$ cat config.mk
export PLATFORM = sky130hd
export DESIGN_NAME = alu_arbiter
export DESIGN_NICKNAME = d
export VERILOG_FILES = /design/src/rtl/alu_arbiter_pkg.sv /design/src/rtl/alu_arbiter_rr_pick.sv /design/src/rtl/alu_arbiter.sv
export SDC_FILE = /design/constraint.sdc
export NUM_CORES = 1
export LEC_CHECK = 0
export BUFFER_PORTS_ARGS = -buffer_cell sky130_fd_sc_hd__buf_2
export CAP_MARGIN = 10
export CORE_ASPECT_RATIO = 0.75
export CORE_MARGIN = 3
export CORE_UTILIZATION = 51
export CTS_BUF_LIST = sky130_fd_sc_hd__clkbuf_8
export DETAILED_ROUTE_END_ITERATION = 7
export PLACE_DENSITY = 0.87
export SYNTH_ARGS = -nofsm -noshare
export SYNTH_HDL_FRONTEND = slang
export SYNTH_SLANG_ARGS = --single-unit
$ cat constraint.sdc
create_clock -name clk -period 2.35 [get_ports clk]
set_input_delay 0.3525 -clock clk [delete_from_list [all_inputs] [get_ports clk]]
set_output_delay 0.3525 -clock clk [all_outputs]
set_load 0.01 [all_outputs]
$ cat src/rtl/alu_arbiter_pkg.sv
`default_nettype none
// ============================================================================
// Module      : alu_arb_pkg
// Description : Shared types and helpers for the ALU arbiter. Holds the
//               arbiter state encoding, the ALU op-code constants and the
//               qualifiers that say which ops produce a meaningful carry/
//               shift-out word or branch-taken flag.
// Revision    : 1.0 - initial release
// ============================================================================
package alu_arb_pkg;

    typedef enum logic [1:0] {
        ST_IDLE = 2'd0,
        ST_EXEC = 2'd1,
        ST_RESP = 2'd2
    } state_t;

    localparam int unsigned OP_AND     = 0;
    localparam int unsigned OP_OR      = 1;
    localparam int unsigned OP_ADD     = 2;
    localparam int unsigned OP_SUB     = 3;
    localparam int unsigned OP_SHL     = 4;
    localparam int unsigned OP_BEQ     = 5;
    localparam int unsigned OP_MEM     = 6;
    localparam int unsigned OP_ILLEGAL = 7;

    // The alu leaves car_out stale for ops that do not produce one.
    function automatic logic car_valid(input logic [31:0] op);
        return (op == OP_ADD) || (op == OP_SUB) || (op == OP_SHL);
    endfunction

    function automatic logic jump_valid(input logic [31:0] op);
        return (op == OP_BEQ);
    endfunction

endpackage
`default_nettype wire

$ cat src/rtl/alu_arbiter_rr_pick.sv
`default_nettype none
// ============================================================================
// Module      : rr_pick
// Description : Combinational round-robin picker. Scans the request vector
//               starting one position after ptr (wrapping) and returns the
//               first set request as a one-hot grant plus its index.
// Ports       : req   [N-1:0]  request vector
//               ptr   [IW-1:0] last granted index
//               grant [N-1:0]  one-hot grant (all 0 when no request)
//               idx   [IW-1:0] index of the granted request
//               any            at least one request present
// Revision    : 1.0 - initial release
// ============================================================================
module rr_pick #(
    parameter int N  = 2,
    parameter int IW = 1
) (
    input  logic [N-1:0]  req,
    input  logic [IW-1:0] ptr,
    output logic [N-1:0]  grant,
    output logic [IW-1:0] idx,
    output logic          any
);

    logic [IW-1:0] w_cand;

    always_comb begin
        grant  = '0;
        idx    = '0;
        any    = 1'b0;
        w_cand = '0;
        for (int k = 1; k <= N; k++) begin
            w_cand = IW'((32'(ptr) + 32'(k)) % 32'(N));
            if (!any && req[w_cand]) begin
                any           = 1'b1;
                grant[w_cand] = 1'b1;
                idx           = w_cand;
            end
        end
    end

endmodule
`default_nettype wire

$ cat src/rtl/alu_arbiter.sv
`default_nettype none
// ============================================================================
// Module      : alu_arbiter
// Description : Shares one combinational alu between NUM_REQ requesters.
//               Round-robin grant, operand capture, one alu cycle, then a
//               registered response held until the consumer accepts it.
//               The alu only ever sees registered operands.
// Ports       : clk, rst_n                 clock, async active-low reset
//               req_valid/req_ready        per-requester handshake
//               req_op/req_ra/req_rb       packed per-requester operands
//               resp_valid/resp_ready      one-hot response handshake
//               resp_res/car/zero/jump/err response payload
//               alu_ra/alu_rb/alu_op       drive the shared alu
//               alu_res/car/zero/jump      results from the shared alu
//               grant_cnt                  (ALU_ARB_PERF_EN only) 16-bit
//                                          saturating grant count per req
// Config      : `define ALU_ARB_PERF_EN to add the grant_cnt counters.
// Revision    : 1.0 - initial release
// ============================================================================
module alu_arbiter
    import alu_arb_pkg::*;
#(
    parameter int NUM_REQ   = 2,
    parameter int reg_width = 8,
    parameter int op_width  = 3
) (
    input  logic                          clk,
    input  logic                          rst_n,
    input  logic [NUM_REQ-1:0]            req_valid,
    output logic [NUM_REQ-1:0]            req_ready,
    input  logic [NUM_REQ*op_width-1:0]   req_op,
    input  logic [NUM_REQ*reg_width-1:0]  req_ra,
    input  logic [NUM_REQ*reg_width-1:0]  req_rb,
    output logic [NUM_REQ-1:0]            resp_valid,
    input  logic                          resp_ready,
    output logic [reg_width-1:0]          resp_res,
    output logic [reg_width-1:0]          resp_car,
    output logic                          resp_zero,
    output logic                          resp_jump,
    output logic                          resp_err,
    output logic [reg_width-1:0]          alu_ra,
    output logic [reg_width-1:0]          alu_rb,
    output logic [op_width-1:0]           alu_op,
    input  logic [reg_width-1:0]          alu_res,
    input  logic [reg_width-1:0]          alu_car,
    input  logic                          alu_zero,
    input  logic                          alu_jump
`ifdef ALU_ARB_PERF_EN
    ,
    output logic [NUM_REQ*16-1:0]         grant_cnt
`endif
);

    localparam int IDX_W = $clog2(NUM_REQ);

    state_t               r_state;
    state_t               w_next;
    logic [IDX_W-1:0]     r_ptr;
    logic [op_width-1:0]  r_op;
    logic [reg_width-1:0] r_ra;
    logic [reg_width-1:0] r_rb;
    logic [NUM_REQ-1:0]   r_gnt;

    logic [NUM_REQ-1:0]   w_grant;
    logic [IDX_W-1:0]     w_idx;
    logic                 w_any;
    logic                 w_arb_en;
    logic                 w_xfer;
    logic                 w_ill;
    logic [reg_width-1:0] w_res;
    logic [reg_width-1:0] w_car;
    logic                 w_jump;

    // Zero is recomputed from the masked result, so the alu's flag is not needed.
    logic w_unused;
    assign w_unused = alu_zero;

    rr_pick #(
        .N  (NUM_REQ),
        .IW (IDX_W)
    ) u_rr_pick (
        .req   (req_valid),
        .ptr   (r_ptr),
        .grant (w_grant),
        .idx   (w_idx),
        .any   (w_any)
    );

    // Arbitration is open when idle, or in the cycle a response is accepted.
    assign w_arb_en  = (r_state == ST_IDLE) || ((r_state == ST_RESP) && resp_ready);
    assign req_ready = w_arb_en ? w_grant : '0;
    assign w_xfer    = w_arb_en && w_any;

    assign w_ill  = (r_op == op_width'(OP_ILLEGAL));
    assign w_res  = w_ill ? '0 : alu_res;
    assign w_car  = (!w_ill && car_valid(32'(r_op))) ? alu_car : '0;
    assign w_jump = jump_valid(32'(r_op)) && alu_jump;

    // An illegal op never reaches the alu; it keeps the benign pass-through op.
    always_comb begin
        alu_op = op_width'(OP_MEM);
        alu_ra = '0;
        alu_rb = '0;
        if ((r_state == ST_EXEC) && !w_ill) begin
            alu_op = r_op;
            alu_ra = r_ra;
            alu_rb = r_rb;
        end
    end

    always_comb begin
        w_next = r_state;
        case (r_state)
            ST_IDLE: if (w_xfer) w_next = ST_EXEC;
            ST_EXEC: w_next = ST_RESP;
            ST_RESP: if (resp_ready) w_next = w_xfer ? ST_EXEC : ST_IDLE;
            default: w_next = ST_IDLE;
        endcase
    end

    always_ff @(posedge clk or negedge rst_n) begin
        if (!rst_n) r_state <= ST_IDLE;
        else        r_state <= w_next;
    end

    always_ff @(posedge clk or negedge rst_n) begin
        if (!rst_n) begin
            r_ptr      <= IDX_W'(NUM_REQ - 1);
            r_op       <= '0;
            r_ra       <= '0;
            r_rb       <= '0;
            r_gnt      <= '0;
            resp_valid <= '0;
            resp_res   <= '0;
            resp_car   <= '0;
            resp_zero  <= 1'b0;
            resp_jump  <= 1'b0;
            resp_err   <= 1'b0;
        end else begin
            if (w_xfer) begin
                r_op  <= req_op[w_idx*op_width +: op_width];
                r_ra  <= req_ra[w_idx*reg_width +: reg_width];
                r_rb  <= req_rb[w_idx*reg_width +: reg_width];
                r_gnt <= w_grant;
                r_ptr <= w_idx;
            end
            if (r_state == ST_EXEC) begin
                resp_valid <= r_gnt;
                resp_res   <= w_res;
                resp_car   <= w_car;
                resp_zero  <= (w_res == '0);
                resp_jump  <= w_jump;
                resp_err   <= w_ill;
            end else if ((r_state == ST_RESP) && resp_ready) begin
                resp_valid <= '0;
            end
        end
    end

`ifdef ALU_ARB_PERF_EN
    logic [15:0] r_cnt [NUM_REQ];

    for (genvar gi = 0; gi < NUM_REQ; gi++) begin : g_perf
        always_ff @(posedge clk or negedge rst_n) begin
            if (!rst_n) begin
                r_cnt[gi] <= '0;
            end else if (req_valid[gi] && req_ready[gi] && (r_cnt[gi] != 16'hFFFF)) begin
                r_cnt[gi] <= r_cnt[gi] + 16'd1;
            end
        end
        assign grant_cnt[gi*16 +: 16] = r_cnt[gi];
    end
`endif

endmodule
`default_nettype wire

Word level (Yosys, flattened, before mapping)
Cells that the tools add are included.

Output and inout port bits: 42. Bits in registers: 45.

Reduce and logical (&&, ||, !) cells: 17. Multiply operators: 1. Multiplexer cells: 26. Equal/unequal tests: 9. Shifts and indexed selects: 3. Bitwise operators: 1. $lt $le $gt $ge: 4. Add/sub/neg operators: 2.

Operators by type and width (count): 8-bit two-way mux (4); 16-bit by 5-bit indexed part select with 8-bit output (2); 2-bit two-way mux (7); 1-bit two-way mux (11); 3-bit == test, second input constant (3); 1-bit logical AND (8); 8-bit logical NOT (1); 3-bit by 2-bit == test with 1-bit output, second input constant (2); 2-bit one-hot mux with 3 select lines (1); 6-bit by 4-bit indexed part select with 3-bit output (1); 1-bit by 2-bit less-than comparator with 1-bit output, second input constant (2); 2-bit != test, second input constant (2); 1-bit logical OR (3); 1-bit by 2-bit multiplier with 3-bit output, second input constant (1); 3-bit two-way mux (1); 1-bit adder, second input constant (2); 1-bit demux with 1-bit select (2); 2-bit by 1-bit == test with 1-bit output, second input constant (1); 2-bit == test, second input constant (1); 1-bit greater-or-equal comparator, second input constant (2); 1-bit logical NOT (2); 2-bit logical NOT (1); 2-bit bitwise OR (1); 2-bit AND reduction (1); 2-bit nonzero test (1).

Longest topological paths before layout
Gate-level depths: netlist (run 1).

Depth in word-level cells: 11. Depth in mapped cells: 6.

Modules after synthesis
Synthesis (run 1) repeated with hierarchy kept, for this count alone.

Cells, all modules: 166. Area, all modules: 2172.1 µm².

By module, submodules not included: alu_arbiter (times used 1, cells an instance 161, sequential area each 1127.3 µm², area an instance 2139.6 µm²); rr_pick (times used 1, cells an instance 5, sequential area each 0.0 µm², area an instance 32.5 µm²).

Least setup slack after synthesis (run 1)
No wires, ideal clock.

Kind: register to output. Start: register r_state[1]. End: output port alu_op[0]. Cell stages (with the launch flop): 7. Setup slack: 0.827 ns. Data arrival time: 1.170 ns. Path through: dfrtp_1 > nand2b_1 > buf_4 > nor2b_4 > buf_6 > buf_6 > and2_1.

Cells in the longest elaborated chain, start to end: 3.

Ends and longest elaborated chain: start, declared (RTL line alu_arbiter.sv:56) `state_t r_state;`; start signal, assigned (RTL line alu_arbiter.sv:123) `else r_state <= w_next;`; 2-bit by 1-bit == test with 1-bit output (RTL line alu_arbiter.sv:104) `if ((r_state == ST_EXEC) && !w_ill) begin`; 1-bit logical AND (RTL line alu_arbiter.sv:104); 3-bit two-way mux (RTL line alu_arbiter.sv:104); end, declared (RTL line alu_arbiter.sv:43) `output logic [op_width-1:0] alu_op,`.

Every way passes these cells.

Worst setup path in the final report (run 1)
Start: register r_state[0]. End: output port alu_rb[1].

Cells in the longest elaborated chain, start to end: 3.

Ends and longest elaborated chain: 2-bit by 1-bit == test with 1-bit output (RTL line alu_arbiter.sv:104); 1-bit logical AND (RTL line alu_arbiter.sv:104); 8-bit two-way mux (RTL line alu_arbiter.sv:104); end, declared (RTL line alu_arbiter.sv:42) `output logic [reg_width-1:0] alu_rb,`.

Every way passes these cells.

==> results of run 1 <==
## metal layers
metal	track usage [%]	routed length (um)	up-vias	part of all wire, %
met5	0	0	-	0
met4	4.337	17	0	0.33
met3	6.628	500	2	9.8
met2	30.66	2246	85	44
met1	29.58	2323	871	46
li1	-	-	863	-
## where the power goes
part	internal, uW	total, uW	switching [uW]
logic	700	1410	715
clock network	315	564	249
registers	1110	1340	225
total	2130	3320	1190
## sequential cells by signal (all words and copies together) (netlist names)
name        flops
r_ra            8
r_rb            8
resp_car        8
resp_res        8
r_op            3
r_gnt           2
r_state         2
resp_valid      2
r_ptr           1
resp_err        1
resp_jump       1
resp_zero       1
## kinds of logic (layout without fill, tap and decap cells)
kind of cell,count (synthesis),count (layout),synth area share [%]
AND/OR/NAND/NOR,61,61,20.21
buffers and inverters,20,120,5.276
flip-flops,45,45,53.41
AO/OA/AOI/OAI,49,49,21.10
## cell type report
cell class	count	share of cell area, %
clock buffers	5	2.500
clock inverters	3	1.545
flip-flops and latches	45	40.95
inverters	3	0.4091
well taps	52	2.364
repair buffers	109	20.55
multi-input cells	110	31.68
## Yosys cell counts, drive strengths merged, types with 2 or more instances
library cell  number  area share, %
dfrtp             44             52
nand4b            20            8.3
o221a             19             10
and2              18            5.3
a22o              16            6.6
buf               12            3.9
a21oi              6            2.0
nand2              6            1.1
clkbuf             5           0.89
nand2b             5            1.5
nor2b              4            1.5
o21ai              4           0.95
inv                3           0.53
nand3              2           0.47
nor4               2           0.59
o22ai              2           0.59
or2                2           0.59
## through the flow
stage	total power, uW	worst slack, ns
5_1_grt	3548	0.08314
4_1_cts	3343	0.2341
3_3_place_gp	2720	0.5724
6_report	3317	0.2410
2_1_floorplan	2293	0.8272
3_5_place_dp	2767	0.5581
## worst max-delay path by stage
| stage | cells after the start | endpoint | slack, ns | start |
|---|---|---|---|---|
| 6_report | 4 | alu_rb[1] | 0.24 | r_state[0] |
| 3_3_place_gp | 5 | r_rb[4] | 0.57 | resp_ready |
| 4_1_cts | 4 | alu_rb[1] | 0.23 | r_state[0] |
| 5_1_grt | 4 | alu_rb[1] | 0.08 | r_state[0] |
| 2_1_floorplan | 6 | alu_op[0] | 0.83 | r_state[1] |
| 3_5_place_dp | 5 | r_rb[6] | 0.56 | resp_ready |
==> impl_metrics.toml, run 1 <==
[clock_network]
post_cts_resized = 0
clkTransAtPathRegs_ns = 0.08
clk_latency_ns = 0.29
cts_buffers = 5
cts_setup_buffers = 0
numClockSinks = 45
clockRootBuffer = "clkbuf_8"
cts_tree = "done"
ctsLongestPathBuffers = 2
cts_hold_buffers = 0
htreeDepth = 2

[sta]
finalSetupViolations = 0
relSlewSlack_pct = 58.13
drv_slew = 0
fin_crit_sh_pct = 89.75
grt_setup_unrepaired = "no"
setup_tns_ns = 0
fmax_mhz = 474.2
finalCriticalPeriod_ns = 2.109
tightest_slew_ns = 0.6280
finClkSkew_ns = 0.006318
timing.hold.ws_ns = 0.1342
hold_violations = 0

[finish]
final_cells = 327
synthToLayoutAreaGrowth_pct = 30.41
final_cell_mix = "101 x buf_2, 44 x dfrtp_1, 20 x nand4b_1"
seq_area_sq_mm = 0.001127
diodes = 0
multiInputGateArea_sq_um = 872.1
mostFrequentLayoutCell = "buf_2"
post-route-cell-area_sq_mm = 0.002753
nets = 335
fillCellCount = 297
fin_util_pct = 71.92
drive_gt1_share_pct = 51.27

[synthesis]
postSynth.asyncResetShare_pct = 100.0
yosysWarnings = 0
synth-seq-cells = 45
synth_cell_types = 26
ys.flop_type = "dfrtp_1"
syn_area_sq_mm = 0.002111
syn-num-nets = 236
ys_seq_area_share_pct = 53.41
synth_edf_count = 0
syn_avg_cell_area_sq_um = 12.06
syn_inst = 175

[run]
timing.max_cap.violations = 0

[critical_path]
path_class = "reg2out"
cp_max_fo = 26
worst-r2r-setup-slack_ns = 0.59
r2r_end = "r_ra[6]"
critPathTopFamily = "simple AND/OR/NAND/NOR gates"
crit_required_ns = 2.00
cp_num_buf_inv = 1
reg2reg_from = "r_state[1]"
worst-r2r-cell-count = 4
arrival_ns = 1.76
start_kind = "register"
slowest_delay_ns = 0.49
crit_slowest_cell = "dfrtp_1"
worstPathCellList = "nand2b_1 -> nor2b_4 -> and2_1 -> buf_2"
endpoint_kind = "output port"

[die]
die_area_sq_mm = 0.004955
die_y_um = 61.72
start_util_pct = 55.15
fp.dieW_um = 80.29
coreArea_sq_mm = 0.003827
rows = 19
num_io_pins = 103

[drt]
ant_nets = 0
drt-total-wl_mm = 5.087
wire_per_inst_um = 15.56
vias = 1821
drtIter0Drc = 89
via_per_inst = 5.569
dr.pass1.iters = 4
drc = 0

[placement]
numPortBuffers = 101
dp_cells = 319
routabilityCongestion = 0.7803
placed_cell_area_sq_mm = 0.002641
hpwl_mm = 3.667

[global_route]
antenna_found_initial = 0
grt_max_degree = 46
grt_pass1_vias = 1608
grt_pass1_wl_mm = 7.755
grt.total_usage_pct = 20.45
grt.overflow.total = 0

[worst_hold_path]
hold_path.class = "in2async"

[run_status]
status = "completed"

[power]
powerDensity_mw_per_mm2 = 1205
ir_worst_vdd_v = 0.0006698
leakage_uw = 0.001365
(Power assumes the default switching activity.)
==> run 2, diff against run 1 <==
--- a/config.mk
+++ b/config.mk
@@ -9,10 +9,10 @@
 export CAP_MARGIN = 10
 export CORE_ASPECT_RATIO = 0.75
 export CORE_MARGIN = 3
-export CORE_UTILIZATION = 51
+export CORE_UTILIZATION = 47
 export CTS_BUF_LIST = sky130_fd_sc_hd__clkbuf_8
 export DETAILED_ROUTE_END_ITERATION = 7
-export PLACE_DENSITY = 0.87
+export PLACE_DENSITY = 0.81
 export SYNTH_ARGS = -nofsm -noshare
 export SYNTH_HDL_FRONTEND = slang
 export SYNTH_SLANG_ARGS = --single-unit
==> constraint.sdc (replaced) <==
create_clock -name clk -period 2.09 [get_ports clk]
set_input_delay 0.3135 -clock clk [delete_from_list [all_inputs] [get_ports clk]]
set_output_delay 0.3135 -clock clk [all_outputs]
set_load 0.01 [all_outputs]
==> impl_metrics.toml, run 2 (same netlist as run 1, synthesis figures left out) <==
[power]
powerDensity_mw_per_mm2 = 1359
ir_worst_vdd_v = 0.0007400
power_uw = 3835
leakage_uw = 0.001398

[run]
timing.max_cap.violations = 0

[sta]
hold_violations = 22
setup_tns_ns = 0
timing.hold.ws_ns = -0.01412
fmax_mhz = 521.8
drv_slew = 0
setup_ws_ns = 0.1735
finalSetupViolations = 0
finClkSkew_ns = 0.007399
fin_crit_sh_pct = 91.70
relSlewSlack_pct = 65.83
finalCriticalPeriod_ns = 1.917
tightest_slew_ns = 0.5125
grt_setup_unrepaired = "no"

[clock_network]
cts_buffers = 5
clk_latency_ns = 0.29
clkTransAtPathRegs_ns = 0.09
ctsLongestPathBuffers = 2
clockRootBuffer = "clkbuf_8"
numClockSinks = 45
htreeDepth = 2
cts_tree = "done"
cts_hold_buffers = 0

[global_route]
grt_pass1_wl_mm = 9.108
grt_pass1_vias = 1890
grt_max_degree = 24
grt.overflow.total = 0
grt.total_usage_pct = 20.99
antenna_found_initial = 0

[critical_path]
path_class = "reg2out"
start_kind = "register"
endpoint_kind = "output port"
cp_max_fo = 9
crit_required_ns = 1.78
arrival_ns = 1.60
worst-r2r-cell-count = 5

[drt]
wire_per_inst_um = 16.04
vias = 1808
met1Wirelength_mm = 2.436
drtIter0Drc = 85
drt-total-wl_mm = 5.372
dr.pass1.iters = 4
routed-wl-met2_mm = 2.499
highest_layer = "met4"
drc = 0
via_per_inst = 5.397
met3_length_um = 414
ant_nets = 0

[placement]
numPortBuffers = 101
hpwl_mm = 4.031
placed_cell_area_sq_mm = 0.002688
routabilityCongestion = 0.7857
place_ws_ns = 0.3567

[finish]
post-route-cell-area_sq_mm = 0.002821
seq_area_sq_mm = 0.001127
diodes = 0
synthToLayoutAreaGrowth_pct = 33.67
drive_gt1_share_pct = 52.50
nets = 340
multiInputGateArea_sq_um = 874.6
final_cell_mix = "101 x buf_2, 44 x dfrtp_1, 20 x nand4b_1"
mostFrequentLayoutCell = "buf_2"
fillCellCount = 347

[die]
rows = 20
die_area_sq_mm = 0.005339
die_y_um = 64.04
num_io_pins = 103
coreArea_sq_mm = 0.004179
start_util_pct = 50.51
fp.dieW_um = 83.38

[run_status]
status = "finished, violations left"
violations = "negative hold slack"

[worst_hold_path]
hold_path.class = "in2async"
-- run 2: changes by cell type in the layout (fill, tap and decap cells not counted) --
cell      change
nand2b_2      +1
buf_4         +3
buf_12        +2
nand2b_1      -1
-- run 2: final timing paths --
kind,from,to,slack [ns]
setup / recovery,r_state[1],alu_op[1],0.17
hold / removal,rst_n,resp_zero,-0.01
setup reg to reg,r_state[0],r_rb[4],0.46
hold reg to reg,resp_err,resp_err,0.49
max in group asynchronous,rst_n,r_ptr,1.53
min in group clk,alu_car[6],resp_car[6],0.25
-- run 2: metal layers --
metal / vias up / global-route usage [%]
met4: 0 / 3.673
met3: 2 / 6.314
met5: - / 0
li1: 872 / -
met2: 71 / 33.90
met1: 863 / 28.51
-- run 2: timing repair --
item,CTS,global route
endpoints found under the hold margin,0,0
setup buffers,0,1
endpoints found under the setup margin,0,18
gates resized for setup,0,1
-- run 2: area by class of cell --
class,instances,share of cell area [%]
Timing Repair Buffer,114,22.26
Multi-Input combinational cell,110,31.00
Sequential cell,45,39.96
Clock inverter,3,1.508
Inverter,3,0.3991
Tap cell,55,2.439
Clock buffer,5,2.439
-- run 2: through the flow --
step	cells	utilization, %	hold WS, ns
2_1_floorplan	175	-	0.01791
3_3_place_gp	326	64.31	0.3155
3_5_place_dp	326	64.31	0.3181
4_1_cts	334	66.98	0.0003066
5_1_grt	335	67.52	0.02297
6_report	335	67.52	-0.01412
-- run 2: power breakdown --
part | total (uW) | internal (uW) | leakage (uW) | switching, uW
Clock | 638 | 354 | 0.0000595 | 284
Sequential | 1490 | 1250 | 0.000538 | 237
Combinational | 1710 | 865 | 0.000801 | 843
-- run 2: critical path, cell delays in order, from the launching register on --
cell      delay (ns)
dfrtp_1         0.41
nand2b_2        0.27
buf_4           0.21
or2_2           0.28
buf_2           0.15
==> run 3, diff against run 2 <==
--- a/config.mk
+++ b/config.mk
@@ -5,14 +5,14 @@
 export SDC_FILE = /design/constraint.sdc
 export NUM_CORES = 1
 export LEC_CHECK = 0
-export BUFFER_PORTS_ARGS = -buffer_cell sky130_fd_sc_hd__buf_2
 export CAP_MARGIN = 10
 export CORE_ASPECT_RATIO = 0.75
 export CORE_MARGIN = 3
-export CORE_UTILIZATION = 47
+export CORE_UTILIZATION = 54
 export CTS_BUF_LIST = sky130_fd_sc_hd__clkbuf_8
 export DETAILED_ROUTE_END_ITERATION = 7
-export PLACE_DENSITY = 0.81
+export DONT_BUFFER_PORTS = 1
+export PLACE_DENSITY = 0.69
 export SYNTH_ARGS = -nofsm -noshare
 export SYNTH_HDL_FRONTEND = slang
 export SYNTH_SLANG_ARGS = --single-unit
==> impl_metrics.toml, run 3 (same netlist as run 1, synthesis figures left out) <==
[clock_network]
clk_latency_ns = 0.29
cts_buffers = 5
cts_setup_buffers = 0
numClockSinks = 45
ctsLongestPathBuffers = 2
htreeDepth = 2
clkTransAtPathRegs_ns = 0.08
cts_tree = "done"
clockRootBuffer = "clkbuf_8"

[finish]
nets = 235
fillCellCount = 309
drive_gt1_share_pct = 22.86
multiInputGateArea_sq_um = 885.9
seq_area_sq_mm = 0.001127
mostFrequentLayoutCell = "dfrtp_1"
final_cell_mix = "44 x dfrtp_1, 20 x nand4b_1, 19 x o221a_2"
final_cells = 228
synthToLayoutAreaGrowth_pct = 7.173

[power]
ir_worst_vdd_v = 0.0008313
pwr-share-seq_pct = 47.7
leakage_uw = 0.0009283
power.switching_uw = 1321
powerDensity_mw_per_mm2 = 1494
swShare_pct = 39.09
p_clk_share_pct = 15.3
power.internal_uw = 2058
comb_power_share_pct = 37.0
power_uw = 3379

[placement]
dp_cells = 216
routabilityCongestion = 0.7793
place_ws_ns = 0.4018
hpwl_mm = 3.526
numPortBuffers = 0

[critical_path]
arrival_ns = 1.65
worst-r2r-cell-count = 4
start_kind = "register"
cp_max_fo = 27
crit_required_ns = 1.78
endpoint_kind = "output port"
path_class = "reg2out"

[drt]
drtIter0Drc = 101
vias = 1547
dr.pass1.iters = 5
via_per_inst = 6.785
drt-total-wl_mm = 5.199
ant_nets = 0
drc = 0
wire_per_inst_um = 22.80

[global_route]
grt.overflow.total = 0
antenna_found_initial = 1
grt_pass1_wl_mm = 7.679
grt_pass1_vias = 1464
grt_max_degree = 46
grt.total_usage_pct = 21.55

[run_status]
status = "completed"

[sta]
setup_tns_ns = 0
relSlewSlack_pct = 58.99
finalSetupViolations = 0
fmax_mhz = 509.6
hold_violations = 0
tightest_slew_ns = 0.6152
finalCriticalPeriod_ns = 1.962
drv_slew = 0
fin_crit_sh_pct = 93.89
setup_ws_ns = 0.1278
finClkSkew_ns = 0.004382
grt_setup_unrepaired = "no"

[die]
coreArea_sq_mm = 0.003709
num_io_pins = 103
fp.dieW_um = 78.19
start_util_pct = 56.92
rows = 19
die_area_sq_mm = 0.004703
die_y_um = 60.15

[run]
timing.max_cap.violations = 0

[worst_hold_path]
whs_path_depth = 1
hold_path.class = "in2reg"
==> run 3: through the flow <==
stage                     utilization (%)  cell area [sq um]  hold WS, ns
after floorplan                         -               2111      0.01791
after global placement              57.19               2121      0.01923
after detailed placement            57.19               2121      0.01904
after CTS                           60.56               2246       0.1388
after global routing                61.00               2262       0.1294
final                               61.00               2262       0.1473
==> run 3: critical path: stages (launching register included) <==
cell and delay [ns]:
dfrtp_1 0.49, nand2b_1 0.23, buf_4 0.29, or2_2 0.34
==> run 3: worst paths after layout <==
check / start / to / slack [ns]
worst max-delay path: r_state[0] / alu_op[1] / 0.13
worst min-delay path: alu_car[3] / resp_car[3] / 0.15
worst max register to register: r_state[0] / r_ra[2] / 0.43
worst min register to register: r_state[1] / resp_valid[1] / 0.49
max in group asynchronous: rst_n / r_ptr / 1.31
min in group asynchronous: rst_n / r_rb[7] / 0.53
==> run 3: layout make-up <==
cell class                      instances  area share, %
Sequential cell                        45          49.83
Multi-Input combinational cell        111          39.16
Timing Repair Buffer                    8          3.650
Clock buffer                            5          3.042
Tap cell                               52          2.876
Clock inverter                          3         0.8296
Inverter                                3         0.4978
Antenna cell                            1         0.1106
==> run 3: timing repair <==
item                                    in CTS  in global routing
endpoints found under the setup margin       0                 17
resized for setup                            0                  1
endpoints found under the hold margin       45                  0
hold buffers                                 2                  0
==> run 3: metal layers <==
layer  vias up  part of all wire [%]  wire, um  global-route usage (%)
met5         -                     0         0                       0
met3        15                   9.2       477                   7.380
li1        663                     -         -                       -
met1       785                    43      2229                   28.25
met4         0                   1.4        73                   7.731
met2        84                    47      2419                   33.66
==> run 3: power by group through the flow <==
| stage | Sequential (uW) | Clock, uW | Combinational [uW] |
|---|---|---|---|
| 2_1_floorplan | 1520 | 0 | 1060 |
| 3_3_place_gp | 1590 | 0 | 1130 |
| 3_5_place_dp | 1610 | 0 | 1190 |
| 4_1_cts | 1600 | 535 | 1220 |
| 5_1_grt | 1660 | 577 | 1360 |
| 6_report | 1610 | 519 | 1250 |
